`src/rtl/cic_pkg.sv`:
```
// -----------------------------------------------------------------------------
// cic_pkg
//   Shared constants and types for the PDM-to-PCM CIC decimator.
//   - CIC_ORDER   : number of integrator / comb stages
//   - PCM_W       : default PCM sample width
//   - pcm_t       : signed PCM sample type at the default width
//   - cic_state_e : warm-up state machine encoding
//   - cic_acc_w() : internal accumulator width for a given decimation ratio
// -----------------------------------------------------------------------------
package cic_pkg;

  localparam int CIC_ORDER = 4;
  localparam int PCM_W     = 18;

  typedef logic signed [PCM_W-1:0] pcm_t;

  typedef enum logic [0:0] {
    ST_WARMUP = 1'b0,
    ST_RUN    = 1'b1
  } cic_state_e;

  // DC gain of the filter is DECIM^ORDER; two extra bits hold the sign and
  // the full-scale negative swing, so modular arithmetic stays exact.
  function automatic int cic_acc_w(input int decim);
    return CIC_ORDER * $clog2(decim) + 2;
  endfunction

endpackage

```
`src/rtl/cic_comb_stage.sv`:
```
// -----------------------------------------------------------------------------
// cic_comb_stage
//   One differentiator stage of the CIC decimator: y = x - x_prev, where
//   x_prev is the previous *valid* input (the decimated-rate delay).
//   Ports:
//     clk       in  system clock
//     rst       in  asynchronous active-high reset
//     clr       in  synchronous clear (block disabled)
//     in_valid  in  input sample valid
//     in_data   in  input sample, W bits, modular two's complement
//     out_valid out registered output valid, one cycle after in_valid
//     out_data  out registered difference, W bits
// -----------------------------------------------------------------------------
module cic_comb_stage
  import cic_pkg::*;
#(
  parameter int W = 26
) (
  input  logic         clk,
  input  logic         rst,
  input  logic         clr,
  input  logic         in_valid,
  input  logic [W-1:0] in_data,
  output logic         out_valid,
  output logic [W-1:0] out_data
);

  logic [W-1:0] dly_q,   dly_d;
  logic [W-1:0] data_q,  data_d;
  logic         valid_q, valid_d;

  // Next-state: the delay element only moves on a valid input sample.
  always_comb begin
    dly_d   = dly_q;
    data_d  = data_q;
    valid_d = 1'b0;
    if (clr) begin
      dly_d   = '0;
      data_d  = '0;
      valid_d = 1'b0;
    end else if (in_valid) begin
      dly_d   = in_data;
      data_d  = in_data - dly_q;
      valid_d = 1'b1;
    end else begin
      valid_d = 1'b0;
    end
  end

  // Stage registers.
  always_ff @(posedge clk or posedge rst) begin
    if (rst) begin
      dly_q   <= '0;
      data_q  <= '0;
      valid_q <= 1'b0;
    end else begin
      dly_q   <= dly_d;
      data_q  <= data_d;
      valid_q <= valid_d;
    end
  end

  assign out_valid = valid_q;
  assign out_data  = data_q;

endmodule

```
`src/rtl/cic_decimator.sv`:
```
// -----------------------------------------------------------------------------
// cic_decimator
//   4th-order CIC decimator turning a 1-bit PDM stream into signed PCM
//   samples for one microphone channel; feeds a sync FIFO directly.
//   Parameters:
//     DECIM     decimation ratio (power of two, 8..256)
//     OUT_WIDTH PCM sample width
//   Ports:
//     clk       in  system clock
//     rst       in  asynchronous active-high reset
//     en        in  block enable; low clears all state on the next edge
//     pdm_en    in  one-cycle strobe marking a valid PDM bit
//     pdm_data  in  PDM bit (1 -> +1, 0 -> -1)
//     fifo_full in  downstream FIFO full; a sample offered while full is lost
//     pcm_data  out signed PCM sample, held until the next emitted sample
//     pcm_valid out one-cycle FIFO write strobe
//     ovf_cnt   out saturating count of dropped samples
//   Build option:
//     CIC_OVF_CNT_EN  when defined, ovf_cnt counts dropped samples;
//                     otherwise it is tied to zero.
//   Result of the decimating strobe in cycle T appears in cycle T+5.
// -----------------------------------------------------------------------------
module cic_decimator
  import cic_pkg::*;
#(
  parameter int DECIM     = 64,
  parameter int OUT_WIDTH = 18
) (
  input  logic                 clk,
  input  logic                 rst,
  input  logic                 en,
  input  logic                 pdm_en,
  input  logic                 pdm_data,
  input  logic                 fifo_full,
  output logic [OUT_WIDTH-1:0] pcm_data,
  output logic                 pcm_valid,
  output logic [15:0]          ovf_cnt
);

  localparam int ACC_W  = cic_acc_w(DECIM);
  localparam int CNT_W  = $clog2(DECIM);
  localparam int WARM_W = $clog2(CIC_ORDER);

  // ---------------------------------------------------------------------------
  // Integrators
  // ---------------------------------------------------------------------------
  logic [ACC_W-1:0] integ_q [CIC_ORDER];
  logic [ACC_W-1:0] integ_d [CIC_ORDER];
  logic [ACC_W-1:0] pdm_val_s;

  // 1 -> 0...01 (+1), 0 -> 1...11 (-1)
  assign pdm_val_s = {{(ACC_W-1){~pdm_data}}, 1'b1};

  // Integrator next-state: every stage adds the previous stage's registered value.
  always_comb begin
    for (int i = 0; i < CIC_ORDER; i++) begin
      integ_d[i] = integ_q[i];
    end
    if (!en) begin
      for (int i = 0; i < CIC_ORDER; i++) begin
        integ_d[i] = '0;
      end
    end else if (pdm_en) begin
      integ_d[0] = integ_q[0] + pdm_val_s;
      for (int i = 1; i < CIC_ORDER; i++) begin
        integ_d[i] = integ_q[i] + integ_q[i-1];
      end
    end else begin
      for (int i = 0; i < CIC_ORDER; i++) begin
        integ_d[i] = integ_q[i];
      end
    end
  end

  // Integrator registers.
  always_ff @(posedge clk or posedge rst) begin
    if (rst) begin
      for (int i = 0; i < CIC_ORDER; i++) begin
        integ_q[i] <= '0;
      end
    end else begin
      for (int i = 0; i < CIC_ORDER; i++) begin
        integ_q[i] <= integ_d[i];
      end
    end
  end

  // ---------------------------------------------------------------------------
  // Decimation counter
  // ---------------------------------------------------------------------------
  logic [CNT_W-1:0] dec_cnt_q, dec_cnt_d;
  logic             dec_s;

  assign dec_s = en & pdm_en & (dec_cnt_q == CNT_W'(DECIM - 1));

  // Decimation counter next-state.
  always_comb begin
    dec_cnt_d = dec_cnt_q;
    if (!en) begin
      dec_cnt_d = '0;
    end else if (dec_s) begin
      dec_cnt_d = '0;
    end else if (pdm_en) begin
      dec_cnt_d = dec_cnt_q + CNT_W'(1);
    end else begin
      dec_cnt_d = dec_cnt_q;
    end
  end

  // Decimation counter register.
  always_ff @(posedge clk or posedge rst) begin
    if (rst) begin
      dec_cnt_q <= '0;
    end else begin
      dec_cnt_q <= dec_cnt_d;
    end
  end

  // ---------------------------------------------------------------------------
  // Comb pipeline: stage 0 is fed the post-update last integrator so that the
  // decimating strobe itself lands in the first comb register.
  // ---------------------------------------------------------------------------
  logic             comb_valid_s [CIC_ORDER+1];
  logic [ACC_W-1:0] comb_data_s  [CIC_ORDER+1];
  logic             clr_s;

  assign clr_s           = ~en;
  assign comb_valid_s[0] = dec_s;
  assign comb_data_s[0]  = integ_d[CIC_ORDER-1];

  for (genvar g = 0; g < CIC_ORDER; g++) begin : g_comb
    cic_comb_stage #(
      .W (ACC_W)
    ) u_comb (
      .clk       (clk),
      .rst       (rst),
      .clr       (clr_s),
      .in_valid  (comb_valid_s[g]),
      .in_data   (comb_data_s[g]),
      .out_valid (comb_valid_s[g+1]),
      .out_data  (comb_data_s[g+1])
    );
  end

  logic                 res_valid_s;
  logic [OUT_WIDTH-1:0] scaled_s;

  assign res_valid_s = comb_valid_s[CIC_ORDER];

  // Full scale is +/-2^(ACC_W-2); scaling keeps it inside OUT_WIDTH.
  if (ACC_W >= OUT_WIDTH) begin : g_shr
    assign scaled_s = OUT_WIDTH'($signed(comb_data_s[CIC_ORDER]) >>> (ACC_W - OUT_WIDTH));
  end else begin : g_sext
    assign scaled_s = {{(OUT_WIDTH-ACC_W){comb_data_s[CIC_ORDER][ACC_W-1]}},
                       comb_data_s[CIC_ORDER]};
  end

  // ---------------------------------------------------------------------------
  // Warm-up FSM: the first CIC_ORDER results carry start-up transients.
  // ---------------------------------------------------------------------------
  cic_state_e        state_q, state_d;
  logic [WARM_W-1:0] warm_cnt_q, warm_cnt_d;
  logic              emit_s;
`ifdef CIC_OVF_CNT_EN
  logic              drop_s;
`endif

  // FSM state and warm-up counter registers.
  always_ff @(posedge clk or posedge rst) begin
    if (rst) begin
      state_q    <= ST_WARMUP;
      warm_cnt_q <= '0;
    end else begin
      state_q    <= state_d;
      warm_cnt_q <= warm_cnt_d;
    end
  end

  // FSM next-state: leave WARMUP on the CIC_ORDER-th result (itself suppressed).
  always_comb begin
    state_d    = state_q;
    warm_cnt_d = warm_cnt_q;
    if (!en) begin
      state_d    = ST_WARMUP;
      warm_cnt_d = '0;
    end else begin
      case (state_q)
        ST_WARMUP: begin
          if (res_valid_s) begin
            if (warm_cnt_q == WARM_W'(CIC_ORDER - 1)) begin
              state_d    = ST_RUN;
              warm_cnt_d = '0;
            end else begin
              warm_cnt_d = warm_cnt_q + WARM_W'(1);
            end
          end else begin
            warm_cnt_d = warm_cnt_q;
          end
        end
        ST_RUN: begin
          state_d = ST_RUN;
        end
        default: begin
          state_d    = ST_WARMUP;
          warm_cnt_d = '0;
        end
      endcase
    end
  end

  // FSM outputs: emit when running and the FIFO has room, otherwise the sample is lost.
  always_comb begin
    emit_s = 1'b0;
`ifdef CIC_OVF_CNT_EN
    drop_s = 1'b0;
`endif
    if (en && (state_q == ST_RUN) && res_valid_s) begin
      emit_s = ~fifo_full;
`ifdef CIC_OVF_CNT_EN
      drop_s = fifo_full;
`endif
    end else begin
      emit_s = 1'b0;
    end
  end

  // ---------------------------------------------------------------------------
  // Output register
  // ---------------------------------------------------------------------------
  logic [OUT_WIDTH-1:0] pcm_data_q, pcm_data_d;
  logic                 pcm_valid_q, pcm_valid_d;

  // Output next-state: data holds between emitted samples.
  always_comb begin
    pcm_data_d  = pcm_data_q;
    pcm_valid_d = 1'b0;
    if (!en) begin
      pcm_data_d  = '0;
      pcm_valid_d = 1'b0;
    end else if (emit_s) begin
      pcm_data_d  = scaled_s;
      pcm_valid_d = 1'b1;
    end else begin
      pcm_valid_d = 1'b0;
    end
  end

  // Output registers.
  always_ff @(posedge clk or posedge rst) begin
    if (rst) begin
      pcm_data_q  <= '0;
      pcm_valid_q <= 1'b0;
    end else begin
      pcm_data_q  <= pcm_data_d;
      pcm_valid_q <= pcm_valid_d;
    end
  end

  assign pcm_data  = pcm_data_q;
  assign pcm_valid = pcm_valid_q;

  // ---------------------------------------------------------------------------
  // Dropped-sample counter
  // ---------------------------------------------------------------------------
`ifdef CIC_OVF_CNT_EN
  logic [15:0] ovf_q, ovf_d;

  // Overflow counter next-state, saturating at all-ones.
  always_comb begin
    ovf_d = ovf_q;
    if (!en) begin
      ovf_d = 16'h0000;
    end else if (drop_s && (ovf_q != 16'hFFFF)) begin
      ovf_d = ovf_q + 16'h0001;
    end else begin
      ovf_d = ovf_q;
    end
  end

  // Overflow counter register.
  always_ff @(posedge clk or posedge rst) begin
    if (rst) begin
      ovf_q <= 16'h0000;
    end else begin
      ovf_q <= ovf_d;
    end
  end

  assign ovf_cnt = ovf_q;
`else
  assign ovf_cnt = 16'h0000;
`endif

endmodule

```
`config.mk`:
```
export PLATFORM = sky130hd
export DESIGN_NAME = cic_decimator
export DESIGN_NICKNAME = d
export VERILOG_FILES = /design/src/rtl/cic_pkg.sv /design/src/rtl/cic_comb_stage.sv /design/src/rtl/cic_decimator.sv
export SDC_FILE = /design/constraint.sdc
export NUM_CORES = 1
export LEC_CHECK = 0
export BUFFER_PORTS_ARGS = -buffer_cell sky130_fd_sc_hd__buf_2
export CAP_MARGIN = 20
export CORE_UTILIZATION = 55
export CTS_BUF_LIST = sky130_fd_sc_hd__clkbuf_8
export CTS_CLUSTER_DIAMETER = 50
export DETAILED_ROUTE_END_ITERATION = 7
export PLACE_DENSITY = 0.71
export SYNTH_ARGS = -nofsm -noshare
export SYNTH_HDL_FRONTEND = slang
export SYNTH_HIERARCHICAL = 1
export SYNTH_SLANG_ARGS = --single-unit
```
`constraint.sdc`:
```
create_clock -name clk -period 5.2 [get_ports clk]
set_clock_uncertainty 0.2 [all_clocks]
set_input_delay 0.26 -clock clk [delete_from_list [all_inputs] [get_ports clk]]
set_output_delay 0.26 -clock clk [all_outputs]
set_load 0.02 [all_outputs]
```
==> run_results.csv <==
group,metric,value,unit
run,cap_viol_max_count,0,
route,totalWireLength,56.48,mm
worst_setup_path,arrival,5.22,ns
hold_path,min_path_type,"in -> async",
layout,layout-area-overhead-vs-synth,8.133,%
worst_setup_path,worst-setup-path-type,"reg -> reg",
layout,mostFrequentLayoutCell,"sky130_fd_sc_hd__dfrtp_1",
placed_design,place_ws,0.3558,ns
die,number_of_placed_i_o_pins,41,
global_route,initial_antenna_violation_count,0,
worst_setup_path,cp_common_cell,"sky130_fd_sc_hd__o21ai_0",
route,via_count,19340,
pwr,netSwitchingFraction,30.24,%
sta,fin_setup_tns,0,ns
pwr,p_int,0.004704,W
route,length_of_the_first_detailed_routing_pass_in_iterations,5,
status,run_status,"finished, final reports clean",
synthesis,ys.warnings.count,6,
sta,maxClockFrequency,204.5,MHz
global_route,first_global_vias,19170,
pwr,power.static_leakage,12.33,nW
global_route,global_route_wire_length_before_repair,95.02,mm
sta,timing.max_slew.rel_slack,33.80,%
global_route,grt.total_usage,26.38,%
worst_setup_path,timing.critical_path.buf_inv,1,
die,core_region_area,42040,um2
clock_network,clock_latency,0.67,ns
layout,nFillCells,3739,
worst_setup_path,required_time_of_the_worst_setup_path,5.53,ns
global_route,grt_max_degree,179,
worst_setup_path,endpoint_kind,"flip-flop",
sta,setup-violations-final,0,
placed_design,buffer_ports.inserted,24,
route,drt.antenna.violating_nets,0,
global_route,gr-total-overflow,0,
clock_network,ctsHtreeMaxLevel,2,
placed_design,dp.final_hpwl,40.88,mm
route,mean_routed_wirelength_per_cell,17.12,um
pwr,sequentialPowerShare,41.4,%
worst_setup_path,worst_reg2reg_path_endpoint,"g_comb[0].u_comb/out_data[22]",
die,initial_utilization,55.77,%
die,fp.dieArea,43460,um2
worst_setup_path,setup.worst_path.start_class,"flip-flop",
worst_setup_path,reg2reg_slack,0.31,ns
layout,post_route_cells_drive_above_1_share,6.920,%
worst_setup_path,crit_path_end,"g_comb[0].u_comb/out_data[22]",
layout,finish.net_count,2924,
sta,final_min_period_over_clock_period,94.05,%
worst_setup_path,critical_path.startpoint,"integ_q[26]",
synthesis,syn_avg_cell_area,8.684,um2
worst_setup_path,timing.reg2reg.worst_path_depth,20,
clock_network,clock_sink_total,336,
worst_setup_path,cpPeakStageDelay,0.40,ns
sta,time_the_worst_path_needs_with_i_o_delays_and_setup,4.891,ns
clock_network,cts.reportedPaths.clkPinSlew,0.07,ns
worst_setup_path,worst-path-stages,20,
synthesis,gate_count_of_the_mapped_netlist,2700,
die,fp.dieW,208.5,um
die,die_h,208.5,um
sta,worstMarginPinSlew,0.9923,ns
route,drc,0,
route,detail_route.vias_per_cell,5.864,
sta,hold_viol_final,0,
worst_setup_path,worst_r2r_startpoint,"integ_q[26]",
synthesis,post_synth_instance_area,23450,um2
worst_setup_path,cp_cell_sequence,"ha_1, inv_1, fa_1, nor2b_1, o21ai_0, a21oi_1, o21ai_0, nand2b_1, a21boi_0, o21bai_1, xnor2_1, o21ai_0, ha_1, o21a_1, a21oi_2, a21oi_1, a311o_1, o31a_1, xnor2_1, o21ai_1",
worst_setup_path,maximum_fanout_encountered_on_the_critical_timing_path,8,
sta,setup_ws,0.3092,ns
pwr,power_per_cell_area,266.0,nW/um2
clock_network,cts_root_buffer,"sky130_fd_sc_hd__clkbuf_8",
clock_network,cts.path.max_buffers,3,
pwr,clock_power_share,39.2,%
clock_network,cts_tree,"done",
pwr,net_switching_component_of_the_power,0.002039,W
die,std_cell_rows,75,
sta,rsz0062_at_grt,"false",
route,initialDrtViolationCount,1102,
layout,layout.cells.most_common_list,"333 x sky130_fd_sc_hd__dfrtp_1, 320 x sky130_fd_sc_hd__nor2_1, 261 x sky130_fd_sc_hd__nand2_1",
worst_setup_path,crit_slowest_cell,"sky130_fd_sc_hd__dfrtp_1",
sta,timing_max_transition_violations_final,0,
placed_design,gpl.final_weighted_congestion,0.8933,
pwr,p_comb_share,19.3,%
clock_network,cts_setup_buffers,0,
layout,n_antenna_cell,0,
worst_setup_path,path_delay_family,"compound AO/OA/AOI/OAI gates",
clock_network,cts_made_buffers,61,
pwr,worst_ir_drop_vdd,0.0002216,V
power groups by stage:
stage	Clock [W]	Sequential, W	Combinational, W
3_5_place_dp	0	0.00284	0.00129
5_1_grt	0.00284	0.00280	0.00147
3_3_place_gp	0	0.00284	0.00125
2_1_floorplan	0	0.00280	0.00105
4_1_cts	0.00272	0.00279	0.00130
6_report	0.00265	0.00279	0.00130
worst register-to-register path, delay by kind of cell, from the launching register on:
family	cells	cell delay (ns)
adder cells (fa/ha/maj)	3	0.83
AND/OR/NAND/NOR	2	0.16
XOR/XNOR	2	0.27
AO/OA/AOI/OAI	12	2.83
buffers and inverters	1	0.07
flip-flops	1	0.40
through the flow:
step                utilization [%]  hold WS [ns]  instances  cell area, um2  total power [W]
finish                        60.31       0.06618       3299           25350         0.006743
global route                  60.31       0.07635       3299           25350         0.007110
CTS                           60.29       0.02674       3299           25350         0.006817
floorplan                         -        0.2098       2715           23500         0.003857
global placement              57.03       0.03115       3180           23970         0.004092
detailed placement            57.07       0.03724       3181           23990         0.004130
how the worst min path moves through the flow:
stage,startpoint,end,slack [ns],cells after the start
6_report,rst,g_comb[2].u_comb/dly_q[23],0.07,3
5_1_grt,rst,g_comb[2].u_comb/dly_q[18],0.08,3
4_1_cts,rst,g_comb[2].u_comb/dly_q[24],0.03,3
3_5_place_dp,rst,g_comb[3].u_comb/dly_q[1],0.04,2
3_3_place_gp,rst,g_comb[3].u_comb/dly_q[1],0.03,2
2_1_floorplan,en,integ_q[77],0.21,2
cell type report:
cell class              instances  area (um2)  share of cell area (%)
flip-flops and latches        336        8412                   33.18
inverters                     179       681.9                   2.690
clock buffers                  77        1060                   4.180
clock inverters                37       254.0                   1.002
repair buffers                 50       352.8                   1.392
well taps                     539       674.4                   2.660
multi-input cells            2081       13920                   54.90
registers in the layout, summed over array words and instances, names as in the netlist:
register,cells
pcm_valid,1
warm_cnt_q,2
state_q,1
integ_q,104
g_comb.u_comb/dly_q,104
dec_cnt_q,6
g_comb.u_comb/out_data,96
pcm_data,18
g_comb.u_comb/out_valid,4
per-layer routing:
layer	GRT usage [%]	wire length, um	part of all wire, %
met2	45.75	27620	49
met1	34.53	25720	46
met5	0	0	0
met3	3.728	2152	3.8
met4	6.564	989	1.8
timing repair:
item | in CTS | in global routing
hold endpoints to repair | 326 | 0
setup endpoints to repair | 0 | 1
hold buffers | 4 | 0
resized for setup | 0 | 3
Note: power is estimated with default switching activity, not from simulation.
